===== src/rtl/seg7_scan_decoder.sv =====
// Receive side of a scanned seven-segment display: captures each digit once its pattern
// has been stable, decodes it back to BCD, and presents complete frames on valid/ready.
module seg7_scan_decoder #(
    parameter int DIGITS        = 4,
    parameter int STABLE_CYCLES = 2
) (
    input  logic                clk,
    input  logic                rst,
    input  logic [6:0]          seg,
    input  logic [DIGITS-1:0]   an,
    output logic [4*DIGITS-1:0] bcd_out,
    output logic [DIGITS-1:0]   err_out,
    output logic                frame_valid,
    input  logic                frame_ready,
    output logic                overflow
);

    localparam int                SW       = DIGITS + 7;
    localparam logic [3:0]        STABLE_C = 4'(STABLE_CYCLES);
    localparam logic [DIGITS-1:0] ALL_GOT  = '1;

    // Segment pattern {g,f,e,d,c,b,a} to {err, bcd}.
    function automatic logic [4:0] decode_seg(input logic [6:0] s);
        case (s)
            7'h3F:   return {1'b0, 4'd0};
            7'h06:   return {1'b0, 4'd1};
            7'h5B:   return {1'b0, 4'd2};
            7'h4F:   return {1'b0, 4'd3};
            7'h66:   return {1'b0, 4'd4};
            7'h6D:   return {1'b0, 4'd5};
            7'h7D:   return {1'b0, 4'd6};
            7'h07:   return {1'b0, 4'd7};
            7'h7F:   return {1'b0, 4'd8};
            7'h6F:   return {1'b0, 4'd9};
            default: return 5'h1F;
        endcase
    endfunction

    logic [SW-1:0]       in_q;
    logic [SW-1:0]       sample;
    logic [3:0]          cnt_q, cnt_d;
    logic                same;
    logic                capture;
    logic                complete;
    logic                load;
    logic [4:0]          dec;
    logic [DIGITS-1:0]   got_q, got_d, got_merged;
    logic [4*DIGITS-1:0] work_bcd_q, work_bcd_d;
    logic [DIGITS-1:0]   work_err_q, work_err_d;
    logic [4*DIGITS-1:0] bcd_q, bcd_d;
    logic [DIGITS-1:0]   err_q, err_d;
    logic                valid_q, valid_d;
    logic                ovf_q, ovf_d;

    // Saturating dwell counter; a capture fires only on the edge that first reaches
    // STABLE_C, so a held digit is captured exactly once no matter how long it dwells.
    always_comb begin
        sample = {an, seg};
        same   = (sample == in_q);
        if (!same) begin
            cnt_d = 4'd1;
        end else if (cnt_q >= STABLE_C) begin
            cnt_d = STABLE_C;
        end else begin
            cnt_d = cnt_q + 4'd1;
        end
        capture = $onehot(an) && (cnt_d == STABLE_C) && !(same && (cnt_q == STABLE_C));
    end

    assign dec        = decode_seg(seg);
    assign got_merged = got_q | an;
    assign complete   = capture && (got_merged == ALL_GOT);
    assign load       = complete && (!valid_q || frame_ready);

    genvar gi;
    generate
        for (gi = 0; gi < DIGITS; gi++) begin : g_slot
            assign work_bcd_d[4*gi +: 4] = (capture && an[gi]) ? dec[3:0] : work_bcd_q[4*gi +: 4];
            assign work_err_d[gi]        = (capture && an[gi]) ? dec[4]   : work_err_q[gi];
        end
    endgenerate

    // Frame outputs load from the next-state slots so the completing digit is included.
    always_comb begin
        got_d   = got_q;
        bcd_d   = bcd_q;
        err_d   = err_q;
        valid_d = valid_q;
        ovf_d   = ovf_q;
        if (complete) begin
            got_d = '0;
        end else if (capture) begin
            got_d = got_merged;
        end
        if (load) begin
            bcd_d   = work_bcd_d;
            err_d   = work_err_d;
            valid_d = 1'b1;
        end else if (valid_q && frame_ready) begin
            valid_d = 1'b0;
        end
        if (complete && !load) begin
            ovf_d = 1'b1;
        end
    end

    always_ff @(posedge clk) begin
        if (rst) begin
            in_q       <= '0;
            cnt_q      <= '0;
            got_q      <= '0;
            work_bcd_q <= '0;
            work_err_q <= '0;
            bcd_q      <= '0;
            err_q      <= '0;
            valid_q    <= 1'b0;
            ovf_q      <= 1'b0;
        end else begin
            in_q       <= sample;
            cnt_q      <= cnt_d;
            got_q      <= got_d;
            work_bcd_q <= work_bcd_d;
            work_err_q <= work_err_d;
            bcd_q      <= bcd_d;
            err_q      <= err_d;
            valid_q    <= valid_d;
            ovf_q      <= ovf_d;
        end
    end

    assign bcd_out     = bcd_q;
    assign err_out     = err_q;
    assign frame_valid = valid_q;
    assign overflow    = ovf_q;

endmodule


===== config.mk =====
export PLATFORM = sky130hd
export DESIGN_NAME = seg7_scan_decoder
export DESIGN_NICKNAME = d
export VERILOG_FILES = /design/src/rtl/seg7_scan_decoder.sv
export SDC_FILE = /design/constraint.sdc
export NUM_CORES = 1
export LEC_CHECK = 0
export CAP_MARGIN = 20
export CORE_UTILIZATION = 35
export CTS_CLUSTER_DIAMETER = 40
export DETAILED_ROUTE_END_ITERATION = 10
export HOLD_SLACK_MARGIN = 0.06
export REMOVE_ABC_BUFFERS = 1
export SLEW_MARGIN = 40
export SYNTH_ARGS = -nofsm -noshare
export SYNTH_HDL_FRONTEND = slang
export SYNTH_SLANG_ARGS = --single-unit

===== constraint.sdc =====
create_clock -name clk -period 3.72 [get_ports clk]
set_input_delay 0.558 -clock clk [delete_from_list [all_inputs] [get_ports clk]]
set_output_delay 0.558 -clock clk [all_outputs]
set_load 0.02 [all_outputs]

=== Yosys cells after proc, flatten, opt, wreduce, memory -nomap -nowiden ===
Cells that the tools add are included.

* Word-level logic and storage cells: 60
* Flip-flop bits (word level): 61
* Output and inout port bits: 22

* Bitwise logic cells: 1
* Add/sub/neg operators: 4
* Multiplexer cells: 13
* Reduce and logical (&&, ||, !) cells: 17
* $lt $le $gt $ge: 1
* Eq/ne operators: 15

{| class="wikitable"
|+ Operators with widths
! operator !! number
|-
| 5-bit one-hot mux with 10 select lines || 1
|-
| 7-bit == test, second input constant || 7
|-
| 4-bit 2-to-1 mux || 6
|-
| 7-bit by 3-bit == test with 1-bit output, second input constant || 2
|-
| 11-bit == test || 1
|-
| 1-bit logical AND || 11
|-
| 4-bit by 2-bit == test with 1-bit output, second input constant || 2
|-
| 7-bit by 6-bit == test with 1-bit output, second input constant || 1
|-
| 1-bit 2-to-1 mux || 6
|-
| 1-bit by 1-bit adder with 2-bit output || 2
|-
| 4-bit by 1-bit adder with 4-bit output, second input constant || 1
|-
| 4-bit == test, second input constant || 1
|-
| 4-bit by 2-bit greater-or-equal comparator with 1-bit output, second input constant || 1
|-
| 4-bit bitwise OR || 1
|-
| 2-bit by 2-bit adder with 3-bit output || 1
|-
| 3-bit by 1-bit == test with 1-bit output, second input constant || 1
|-
| 1-bit zero test || 3
|-
| 2-bit nonzero test || 1
|-
| 2-bit OR reduction || 1
|-
| 1-bit logical OR || 1
|}

=== Depth between registers and ports, before layout ===
* Word-level depth: 10
* Gate-level depth with buffers: 12

=== Least setup slack after synthesis ===
Ideal clock, no wire load.

* Path kind: input -> register
* From: in an[0]
* To: reg bcd_q[13], in the netlist bcd_out[13]
* Arrival time: 2.681 ns
* Path buffers: 2
* Data required time: 3.595 ns
* Slack: 0.914 ns
* Cell stages on the path: 12
* Library setup time: 0.125 ns
* Cell sequence: inv_1 > fa_1 > inv_1 > ha_1 > ha_1 > nor2_1 > o2111a_1 > nand2_1 > nor3_2 > buf_6 > buf_6 > o22ai_2

* Longest elaborated chain between the ends: 7
* Elaborated cells on any way between the ends: 16
* Those cells by class: add/sub: 2; eq/ne: 4; mux: 2; bitwise: 1; reduce/logical: 7

{| class="wikitable"
|+ RTL lines
! item !! line !! source
|-
| from (decl) || 10 || <nowiki>input logic [DIGITS-1:0] an,</nowiki>
|-
| 1-bit by 1-bit adder with 2-bit output (not written as such) / 11-bit == test (equally long branches) || 67, 59 ||
|-
| 2-bit by 2-bit adder with 3-bit output (not written as such) / 4-bit 2-to-1 mux (equally long branches) || 67, 60 ||
|-
| 3-bit by 1-bit == test with 1-bit output / 4-bit by 2-bit == test with 1-bit output (equally long branches) || 67 || <nowiki>capture = $onehot(an) && (cnt_d == STABLE_C) && !(same && (cnt_q == STABLE_C));</nowiki>
|-
| 1-bit logical AND (2 in series) || 67 ||
|-
| 1-bit logical AND, on equally long branches || 78, 72 ||
|-
| 4-bit 2-to-1 mux / 1-bit logical AND (equally long branches) || 78, 73 ||
|-
| to (signal assigned) || 114 || <nowiki>bcd_q <= '0;</nowiki>
|-
| to (signal assigned) || 124 || <nowiki>bcd_q <= bcd_d;</nowiki>
|-
| to (decl) || 50 || <nowiki>logic [4*DIGITS-1:0] bcd_q, bcd_d;</nowiki>
|}

Parallel ways exist; a longest one is shown, timed or not.
A chain may end at the register's enable or synchronous reset.

=== Worst setup path after layout ===
* From: in an[0]
* To: reg bcd_q[15], in the netlist bcd_out[15]

The elaborated chain is that of the path after synthesis.

==> results.md <==
* Routed Antenna Nets at 0
* Largest net degree at the start of global routing at 48
* DRC at 0
* Pre-antenna DRT Iters at 4
* Worst path required time at 3.99 ns
* Non-filler instance count after layout at 409
* Prevailing post-synth register cell: sky130_fd_sc_hd__dfxtp_1
* Global-route usage over all layers at 14.7%
* Final Max Slew Viols at 0
* Setup repair after global routing missed its margin: false
* Final Cycle Share at 86.2%
* Register cell area after layout at 1220 µm²
* Share of the yosys chip area belonging to registers at 45.3%
* Setup TNS after final layout at 0 ns
* FF-to-FF setup slack at 1.24 ns
* Switching power summed over all nets at 0.000313 W
* Boundary pin count at 36
* First-pass GRT wire length at 9350 µm
* Worst setup path class: input port to flip-flop
* Achievable frequency at 312 MHz
* Total number of nets in the final design at 324
* Number of antenna violations at the first check in global routing at 0
* Resized Gates After CTS at 0
* # placed instances at 393
* Max H-tree Level at 3
* Number of filler cells placed in the layout at 709
* Average size of a mapped cell at 10.1 µm²
* Clock Power Share at 39.3%
* Most frequent cells in the layout: sky130_fd_sc_hd__dfxtp_1 (61), sky130_fd_sc_hd__nor2_1 (44), sky130_fd_sc_hd__clkdlybuf4s50_1 (34)
* HP Class: flip-flop to flip-flop
* Iteration-0 DRC count of the detailed router at 65
* Worst Tran Pin Value at 0.580 ns
* Worst-skew pair later-pin latency at 0.35 ns
* Antenna diode instance count at 0
* Clock tree from TritonCTS: done
* Setup violation total in the final timing report at 0
* Die boundary height at 89.8 µm
* Result of the run: finished clean
* Post-synthesis cell count at 267
* Worst-case hold slack at 0.459 ns
* Cell Pwr Density at 379 nW/µm²
* Multi-input logic area at 1340 µm²
* Combinational group share of total power at 7.8%
* Post-CTS Hold Buffers at 0
* DP Wirelength at 3650 µm
* MaxCap Viol Count at 0
* Input/output buffers at 35
* Post-synthesis instance area at 2700 µm²
* Relative contribution of sequential cells to total power at 52.9%
* Routability-driven placement congestion ratio at 0.794
* Vias at 1939
* Type of element launching the critical path: input port
* Library cell used as clock root buffer: sky130_fd_sc_hd__clkbuf_8
* Area growth from synthesis to layout at 22.9%
* Final Hold Vio Count at 0
* Total number of yosys warnings at 0
* Clk_skew at 0.00702 ns
* Detailed-route wire length per cell at 13.5 µm
* Num Clock Sinks at 61
* Maximum clock insertion buffer count at 2
* Final wirelength at 5510 µm
* Total clock buffers created by CTS at 9
* Power consumption at 0.00126 W
* Highest fanout seen on the critical path at 12
* Unique cell type count in the Yosys netlist at 44
* Proportion of total power due to net switching at 24.9%
* Leak pwr at 1.31 nW
* Vias in the first global route at 1912
* Core ar. at 7330 µm²
* Sum of overflow across all layers after global routing at 0
* Flip-flop and latch count after synthesis at 61
* Chip width at 89.8 µm
* Max-slew headroom at 60.9%
* Internal power at 0.000944 W
* Clock Pin Slew Worst Setup and Hold Paths at 0.07 ns
* Max IR drop VDD at 0.185 mV
* Post-CTS Setup Bufs at 0
* Endpoint arrival time on the critical path at 3.47 ns
* Row cnt at 31
* Share of cells above drive strength 1 at 16.8%
* Post-layout min period at 3.20 ns
* Average via count per standard cell at 4.74
* Leading cell type in the layout, fill and taps excluded: sky130_fd_sc_hd__dfxtp_1
* Starting Density at 36.8%
* Number of flops mapped to enable cells by yosys at 0
* Type of element capturing the critical path: flip-flop
* Area of the die at 8060 µm²
* Proportion of register bits with asynchronous set or reset after synthesis at 0%
-- power by group through the flow --
stage / combinational, W / clock [W] / sequential, W
after floorplan: 0.0000493 / 0 / 0.000679
after global placement: 0.0000972 / 0 / 0.000679
after detailed placement: 0.0000978 / 0 / 0.000679
after CTS: 0.0000991 / 0.000512 / 0.000665
after global routing: 0.000108 / 0.000543 / 0.000665
final: 0.0000980 / 0.000495 / 0.000665
-- cells in the mapped netlist, drive strengths merged (3+ instances only) --
cell	n	area [µm²]
a211oi	12	130
a21oi	5	25.0
buf	9	70.1
clkbuf	8	30.0
dfxtp	61	1220
ha	4	50.1
inv	11	41.3
mux2i	20	200
nand2	6	22.5
nand2b	13	81.3
nand3	4	25.0
nand4	8	75.1
nor2	44	165
nor2b	11	68.8
nor4	3	33.8
o21ai	4	20.0
o22ai	14	150
xnor2	11	111
-- cell families after synthesis --
group           count (synthesis)  share of synthesized area, %
mux                            20                          7.43
buf+inv                        28                          5.25
fa+ha+maj                       5                          2.60
compound gates                 42                          14.4
flops                          61                          45.3
xor+xnor                       11                          4.13
simple gates                   99                          20.7
other cells                     1                         0.139
-- path summary, 6_finish.rpt --
check	start	endpoint	cells after the start
setup reg to reg	cnt_q[0]$_SDFF_PP0_	bcd_out[3]$_SDFFE_PP0P_	7
hold reg to reg	got_q[0]$_SDFFE_PP0P_	got_q[0]$_SDFFE_PP0P_	2
setup / recovery	an[0]	bcd_out[15]$_SDFFE_PP0P_	13
hold / removal	got_q[0]$_SDFFE_PP0P_	got_q[0]$_SDFFE_PP0P_	2
-- layout make-up --
type,count,share of cell area [%]
multi-input cells,178,40.4
flip-flops and latches,61,36.9
repair buffers,44,12.9
clock buffers,12,4.08
well taps,99,3.74
inverters,11,1.25
clock inverters,4,0.755
-- worst max-delay path: stages --
cell and delay [ns]:
sky130_fd_sc_hd__clkdlybuf4s50_1 0.49, sky130_fd_sc_hd__inv_1 0.08, sky130_fd_sc_hd__fa_1 0.54, sky130_fd_sc_hd__inv_1 0.05, sky130_fd_sc_hd__ha_1 0.17, sky130_fd_sc_hd__ha_1 0.26
sky130_fd_sc_hd__nor2_1 0.10, sky130_fd_sc_hd__o2111a_1 0.31, sky130_fd_sc_hd__nand2_1 0.15, sky130_fd_sc_hd__nor3_4 0.28, sky130_fd_sc_hd__nand2b_1 0.10, sky130_fd_sc_hd__buf_4 0.21
sky130_fd_sc_hd__o22ai_1 0.17
-- state kept, by name, indices dropped and copies added, names as in the netlist --
signal and cells:
bcd_out 16, work_bcd_q 16, in_q 11, cnt_q 4
err_out 4, got_q 4, work_err_q 4, frame_valid 1
overflow 1
-- through the flow --
stage | instance area [µm²] | worst slack (ns) | util [%]
final | 3310 | 0.515 | 45.2
after floorplan | 2590 | -0.741 | -
after global placement | 3150 | 0.201 | 43.0
after global routing | 3310 | 0.365 | 45.2
after detailed placement | 3150 | 0.182 | 43.0
after CTS | 3310 | 0.519 | 45.2
-- routing by layer --
metal | share of wire (%) | vias to the layer above | track usage (%)
li1 | - | 993 | -
met1 | 52 | 897 | 20.4
met2 | 41 | 42 | 20.4
met3 | 5.7 | 7 | 6.18
met4 | 1.3 | 0 | 4.51
met5 | 0 | - | 0
No activity file was read; power rests on OpenSTA's default activity.
